--- src/rtl/fetch_queue.sv ---
// fetch_queue: FIFO of fetched packets between fetch and decode.
// Ports: clk, rst (async, active high), flush; enq_* from fetch,
//   enq_ready/fetch_stall back to fetch; deq_* to decode, count.
module fetch_queue #(
   parameter int DEPTH = 4,
   parameter int PTR_W = $clog2(DEPTH)
) (
   input  logic             clk,
   input  logic             rst,
   input  logic             flush,
   input  logic             enq_valid,
   input  logic [31:0]      enq_pc,
   input  logic [31:0]      enq_instruction,
   input  logic [31:0]      enq_next_pc,
   output logic             enq_ready,
   output logic             fetch_stall,
   output logic             deq_valid,
   input  logic             deq_ready,
   output logic [31:0]      deq_pc,
   output logic [31:0]      deq_instruction,
   output logic [31:0]      deq_next_pc,
   output logic [PTR_W:0]   count
);

   typedef struct packed {
      logic [31:0] pc;
      logic [31:0] instruction;
      logic [31:0] next_pc;
   } pkt_t;

   localparam logic [PTR_W:0] FULL_CNT = (PTR_W+1)'(DEPTH);

   pkt_t             mem [DEPTH];
   pkt_t             head;
   logic [PTR_W-1:0] rd_ptr;
   logic [PTR_W-1:0] wr_ptr;
   logic             full;
   logic             empty;
   logic             enq_fire;
   logic             deq_fire;

   // Ready/valid come only from registered count, never from inputs.
   assign full        = (count == FULL_CNT);
   assign empty       = (count == '0);
   assign enq_ready   = !full;
   assign fetch_stall = full;
   assign deq_valid   = !empty;

   assign enq_fire = enq_valid && enq_ready;
   assign deq_fire = deq_valid && deq_ready;

   assign head            = mem[rd_ptr];
   assign deq_pc          = deq_valid ? head.pc : '0;
   assign deq_instruction = deq_valid ? head.instruction : '0;
   assign deq_next_pc     = deq_valid ? head.next_pc : '0;

   // Storage holds no reset; validity is tracked by count alone.
   always_ff @(posedge clk) begin
      if (enq_fire && !flush) begin
         mem[wr_ptr] <= '{pc: enq_pc,
                          instruction: enq_instruction,
                          next_pc: enq_next_pc};
      end
   end

   always_ff @(posedge clk or posedge rst) begin
      if (rst) begin
         rd_ptr <= '0;
         wr_ptr <= '0;
         count  <= '0;
      end else if (flush) begin
         rd_ptr <= '0;
         wr_ptr <= '0;
         count  <= '0;
      end else begin
         if (enq_fire) wr_ptr <= wr_ptr + 1'b1;
         if (deq_fire) rd_ptr <= rd_ptr + 1'b1;
         unique case (1'b1)
            (enq_fire && !deq_fire): count <= count + 1'b1;
            (deq_fire && !enq_fire): count <= count - 1'b1;
            default:                 count <= count;
         endcase
      end
   end

endmodule
--- config.mk ---
export PLATFORM = sky130hd
export DESIGN_NAME = fetch_queue
export DESIGN_NICKNAME = d
export VERILOG_FILES = /design/src/rtl/fetch_queue.sv
export SDC_FILE = /design/constraint.sdc
export NUM_CORES = 1
export LEC_CHECK = 0
export ABC_AREA = 1
export CAP_MARGIN = 30
export CORE_UTILIZATION = 55
export CTS_CLUSTER_DIAMETER = 50
export DETAILED_ROUTE_END_ITERATION = 10
export GPL_TIMING_DRIVEN = 0
export PLACE_DENSITY_LB_ADDON = 0.25
export SYNTH_ARGS = -nofsm -noshare
export SYNTH_HDL_FRONTEND = slang
export SYNTH_SLANG_ARGS = --single-unit
export TNS_END_PERCENT = 1
--- constraint.sdc ---
create_clock -name clk -period 6.8 [get_ports clk]
set_input_delay 2.04 -clock clk [delete_from_list [all_inputs] [get_ports clk]]
set_output_delay 2.04 -clock clk [all_outputs]
set_load 0.01 [all_outputs]
==> impl_metrics.csv <==
group,metric,value,unit
status,status,"completed",
logic_synthesis,synth_edf_count,384,
die,die_y,169,µm
placed_design,place.detailed.hpwl,22.0,mm
clock_tree,clk_root_buffer_cell,"clkbuf_16",
worst_setup_path,cp.required,4.76,ns
clock_tree,clkLatencyLatePin,0.53,ns
clock_tree,clkTransAtPathRegs,0.06,ns
finish,finalCoreUtilization,0.715,
logic_synthesis,synth-main-ff-cell,"edfxtp_1",
global_route,grt_usage,0.250,
power_and_ir_drop,p_sw_frac,0.317,
sta,setup_viol,0,
worst_setup_path,worstPathArrival,2.68,ns
placed_design,port_buffers,202,
worst_setup_path,max_stage_delay,0.60,ns
drt,vias,10100,
worst_setup_path,path_class,"reg2out",
logic_synthesis,synth_top_area_cell,"edfxtp_1",
power_and_ir_drop,power_frac_comb,0.346,
logic_synthesis,synth_top_area_frac,0.752,
die,start_util,0.564,
clock_tree,cts_tree,"done",
logic_synthesis,ys_types,24,
global_route,grt_pass1_wl,54.0,mm
sta,worst_pin_slew,0.795,ns
sta,finalClockSkew,0.0237,ns
logic_synthesis,ys_ff_latch,391,
hold_path,hold_path.class,"reg2reg",
finish,drive_gt1_frac,0.0970,
power_and_ir_drop,irDropWorstVdd,272,µV
clock_tree,numCtsBuffers,40,
placed_design,place.gp.congestion,0.781,
logic_synthesis,synth_area_per_cell,12.8,µm²
global_route,antenna_found_initial,1,
finish,n_fill_cell,1806,
sta,finalCritPeriodShare,0.693,
worst_setup_path,r2r-end,"mem[3][0]",
power_and_ir_drop,p_seq_frac,0.370,
drt,dr.first_iter.drc_count,910,
clock_tree,clock_tree.htree_level_count,2,
drt,routed_via_density,5.44,
global_route,grt_max_degree,31,
sta,finalHoldViolCount,0,
clock_tree,ctsHoldBuffers,0,
drt,drc,0,
hold_path,min-delay-start,"count[1]",
power_and_ir_drop,clkPwrFrac,0.284,
hold_path,worstHoldPathCells,2,
worst_setup_path,crit_path_end_kind,"output port",
worst_setup_path,cp_top_family,"buffers and inverters",
sta,slew_violations,0,
logic_synthesis,synth.area.top_cells,"edfxtp_1 (75%), nor2_1 (9.5%), o21ai_1 (4.2%), a21oi_1 (3.2%), o21ai_0 (2.2%)",
drt,dr.pass1.iters,5,
sta,slew_headroom,0.469,
power_and_ir_drop,power_switching,2.42,mW
worst_setup_path,reg2reg_from,"count[0]",
global_route,grt_pass1_vias,9747,
clock_tree,cts_resized,0,
worst_setup_path,crit_slowest_cell,"clkdlybuf4s50_1",
logic_synthesis,yosysWarnings,0,
logic_synthesis,yosysSeqAreaShare,0.763,
sta,rsz0062_at_grt,"no",
finish,antenna_cells,0,
die,rows,60,
die,die_x,169,µm
logic_synthesis,synthCells,1197,
power_and_ir_drop,leakage,6.69,nW
hold_path,min_to,"count[1]",
clock_tree,cts_setup_buffers,0,
power_and_ir_drop,internal-power,5.22,mW
sta,fmax,212,MHz
clock_tree,clock_path_buffers,3,
die,core_area,27200,µm²
sta,tns,0,ns
clock_tree,cts_sinks,391,
power_and_ir_drop,power_density,393,nW/µm²
worst_setup_path,path_common_cell,"buf_4",
job,cap_viol_max_count,0,
worst_setup_path,path_cells,"buf_4 > inv_2 > buf_4 > clkbuf_2 > o21ai_1 > a21oi_1 > clkdlybuf4s50_1",
finish,nets,1561,
die,dieArea,28600,µm²
logic_synthesis,synth_nets,1303,
drt,routedWlPerCell,19.1,µm
finish,syn_to_final_growth,26.8,%
logic_synthesis,syn_area,15300,µm²
worst_setup_path,r2r_slack,4.31,ns
power_and_ir_drop,finalPower,7.63,mW
worst_setup_path,timing.critical_path.buf_inv,5,
logic_synthesis,synth_commonest_cells,"nor2_1 (388), edfxtp_1 (384), o21ai_1 (128)",
logic_synthesis,synth.most_common_cell,"nor2_1",
global_route,grt_overflow,0,
sta,fin_crit,4.72,ns
logic_synthesis,async_reset_ff_frac,0.0179,
die,io_pins,203,
worst_setup_path,r2r_cells,8,
worst_setup_path,startpoint_type,"register",
drt,wl,35.4,mm
worst_setup_path,path_max_fanout,10,
drt,ant_nets,0,
==> final cells by class <==
class	instances	area (µm²)	area share
multi-input cells	715	3170	0.163
inverters	17	63.8	0.00328
clock buffers	47	1050	0.0539
clock inverters	24	254	0.0131
flip-flops and latches	391	11700	0.602
repair buffers	216	2310	0.119
well taps	372	465	0.0239
plain buffers	74	422	0.0217
==> logic make-up (layout without fill, tap and decap cells) <==
group,Yosys count,count (layout),synth area share
and+or+nand+nor,415,415,0.104
adders and majority gates,5,5,0.00457
DFF,391,391,0.763
xor gates and xnor gates,1,1,0.000571
buffers and inverters,91,378,0.0317
AOI/OAI and AO/OA,294,294,0.0962
==> how the worst max path moves through the flow <==
stage | start | endpoint | slack, ns | depth (start not counted)
after floorplan | enq_valid | mem[0][0] | -0.02 | 4
after global placement | enq_valid | mem[0][55] | -3.64 | 5
after detailed placement | enq_valid | mem[3][2] | 2.41 | 7
after CTS | count[1] | deq_instruction[20] | 2.08 | 6
after global routing | rd_ptr[1] | deq_pc[24] | 1.96 | 7
final | rd_ptr[0] | deq_instruction[20] | 2.08 | 7
==> flip-flops by register name (all words and copies together) (netlist names) <==
name and flops:
wr_ptr 2, rd_ptr 2, count 3, mem 384
==> stage by stage <==
step	hold WS (ns)	setup WS [ns]	area, µm²	std cells
detailed placement	0.611	2.41	18100	1785
finish	0.618	2.08	19400	1856
global route	0.644	1.96	19400	1856
floorplan	0.579	-0.0173	15300	1197
global placement	0.593	-3.64	17800	1771
CTS	0.626	2.08	19400	1856
==> layout by cell type, fill, tap and decap left out, types with 3 or more instances in the layout <==
| master | Yosys | layout |
|---|---|---|
| o21ai_0 | 67 | 67 |
| edfxtp_1 | 384 | 384 |
| inv_6 | 0 | 4 |
| inv_1 | 11 | 11 |
| clkbuf_16 | 0 | 41 |
| buf_4 | 22 | 22 |
| o21ai_1 | 128 | 128 |
| nand3_1 | 5 | 5 |
| clkbuf_1 | 18 | 24 |
| clkinv_1 | 1 | 8 |
| buf_6 | 3 | 3 |
| nor2_1 | 388 | 384 |
| inv_2 | 5 | 5 |
| dfrtp_1 | 7 | 7 |
| buf_12 | 0 | 13 |
| clkinv_2 | 0 | 7 |
| nand2_2 | 4 | 4 |
| nand2_1 | 15 | 15 |
| nor2_4 | 1 | 5 |
| bufinv_16 | 0 | 5 |
| buf_2 | 15 | 15 |
| clkbuf_2 | 16 | 16 |
| clkdlybuf4s50_1 | 0 | 202 |
| a21oi_1 | 98 | 98 |
| ha_1 | 4 | 4 |
==> power by group through the flow <==
stage	Sequential (mW)	Combinational, mW	Clock (mW)
final	2.82	2.64	2.17
after global routing	2.83	2.85	2.28
after CTS	2.82	2.67	2.19
after detailed placement	2.87	2.64	0
after global placement	2.90	2.58	0
after floorplan	2.89	1.28	0
==> per-layer routing <==
metal / track usage / share of wire / wire length [µm] / up-vias
li1: - / - / - / 4759
met4: 0.0713 / 0.022 / 764 / 0
met1: 0.333 / 0.40 / 14000 / 4816
met3: 0.0524 / 0.089 / 3150 / 64
met5: 0 / 0 / 0 / -
met2: 0.419 / 0.49 / 17500 / 453
==> worst register-to-register path: stages, from the launching register on <==
cell	delay [ns]
dfrtp_1	0.47
nor2_4	0.07
nand2_2	0.08
nand2_2	0.09
inv_2	0.08
nand2_1	0.23
nor2_4	0.62
buf_12	0.29
buf_12	0.23
Note: power is estimated with default switching activity, not from simulation.
==> edit, RTL diff (same settings) <==
Reset style: synchronous (`rst`), changed in one clocked block. Comments in the files are not updated.
--- a/src/rtl/fetch_queue.sv
+++ b/src/rtl/fetch_queue.sv
@@ -65,3 +65,3 @@
 
-   always_ff @(posedge clk or posedge rst) begin
+   always_ff @(posedge clk) begin
       if (rst) begin
Function: differs if rst is asserted again (counterexample within 4 cycles, from zero or initial values and one cycle with rst high); with rst held inactive, the same outputs for 4 cycles.
==> edit against the unedited design <==
  * Clock skew decreased by 0.014 ns
  * Routed wire length decreased by 0.93%
  * Sequential cell count increased by 2
  * Critical path type unchanged
  * Worst setup slack improved by 0.047 ns
  * Via count increased by 0.22%
  * Synthesized cell count increased by 0.92%
  * Design area about the same
  * Synthesized area increased by 0.19%
Power is not compared: it rests on default switching activity, and its combinational part moved more than twofold at a synthesized area within 25%.
==> edit: results (changes against the unedited design) <==
[power_and_ir_drop]
power_switching_uw=1100
p_leak_uw=0.00663
powerDensity_nw_per_um2=272
p_seq_frac=0.515
p_comb_uw=421
peakVddDrop_mv=0.251

[synthesis]
synth_compound_area_frac=0.0961  ; -0.0000988
synthAdderAreaFrac=0.00538  ; +0.000806
ys_types=18  ; -25%
synth_edf_count=384  ; unchanged
synthTopCellsByCount=398 x nor2_1, 384 x edfxtp_1, 177 x o21ai_0
ys_async_sr_fraction=0  ; -0.0179
synth_nets=1315  ; +0.92%
synth_area_leaders=edfxtp_1 75%, nor2_1 9.7%, o21ai_0 5.8%
yosysSeqAreaShare=0.762  ; -0.00110
avgSynthCellArea_sq_um=12.7  ; -0.72%
synth_xor_area_frac=0  ; -0.000571

[route]
wl_met1_um=14400  ; +2.7%
drtIter0Drc=828  ; -9.0%
dr.pass1.iters=5  ; unchanged
via_count=10100  ; +0.22%
drc=0  ; unchanged
wl_um=35100  ; -0.93%
wl_met2_um=17300  ; -0.97%
wl_per_cell_um=18.8  ; -1.6%
wl_met3_um=2700  ; -14%
highest_layer=met5

[setup_path]
path_max_fanout=10  ; unchanged
max_stage_delay_ns=0.57  ; -0.03 ns
crit_path_top_delay_cell=clkdlybuf4s50_1
arrival_ns=2.63  ; -0.05 ns

[global_routing]
use_met1=0.327  ; -0.00616
use_met3=0.0507  ; -0.00164
antenna_found_initial=2  ; +1
grt_max_degree=30  ; -3.2%
grtUsageTotal=0.245  ; -0.00467
grt_first_pass_wirelength_um=53000  ; -1.8%
grt_use_met2=0.411  ; -0.00835
grt_pass1_vias=9811  ; +0.66%

[sta]
fin_skew_ns=0.00987  ; -0.0139 ns
slew_headroom=0.360  ; -0.109

[place]
portBuffers=202  ; unchanged
place_area_sq_um=18200  ; about the same
dp_cells=1795  ; +0.56%
hpwl_um=21700  ; -1.2%
gp_congestion=0.782  ; +0.14%
post-place-ws_ns=2.08  ; -0.329 ns

[status]
status=complete, no violations

[cells_and_area]
multi_input_area_sq_um=3170  ; -0.16%
drive_gt1_frac=0.0755  ; -0.0215
nets=1573  ; +0.77%
n_fill_cell=1831  ; +1.4%
largestRegisters=mem (384), count (3)

[clock_tree]
numCtsBuffers=41  ; +2.5%
postCtsSetupRepairBufs=0  ; unchanged
cts.clk_slew.worst_paths_ns=0.06  ; about the same
cts_root_buf=clkbuf_16

[worst_hold_path]
hold_class=reg2reg

==> edit: path summary, 6_finish.rpt <==
kind | slack, ns | cells past startpoint | endpoint | startpoint
max | 2.13 | 6 | deq_next_pc[16] | register
min | 0.54 | 2 | wr_ptr[1] | wr_ptr[1]
max reg2reg | 4.11 | 8 | mem[3][5] | count[1]
min reg2reg | 0.54 | 2 | wr_ptr[1] | wr_ptr[1]
==> edit: cell type report <==
| class | count | share of cell area |
|---|---|---|
| Sequential cell | 393 | 0.602 |
| Multi-Input combinational cell | 719 | 0.163 |
| Timing Repair Buffer | 215 | 0.118 |
| Clock buffer | 53 | 0.0578 |
| Tap cell | 372 | 0.0239 |
| Buffer | 73 | 0.0220 |
| Clock inverter | 20 | 0.00894 |
| Inverter | 23 | 0.00444 |
==> edit: worst max-delay path: cells and delay by family (launching register included) <==
| kind | cells | cell delay, ns |
|---|---|---|
| buf+inv | 4 | 1.31 |
| flops | 1 | 0.35 |
| compound gates | 2 | 0.44 |
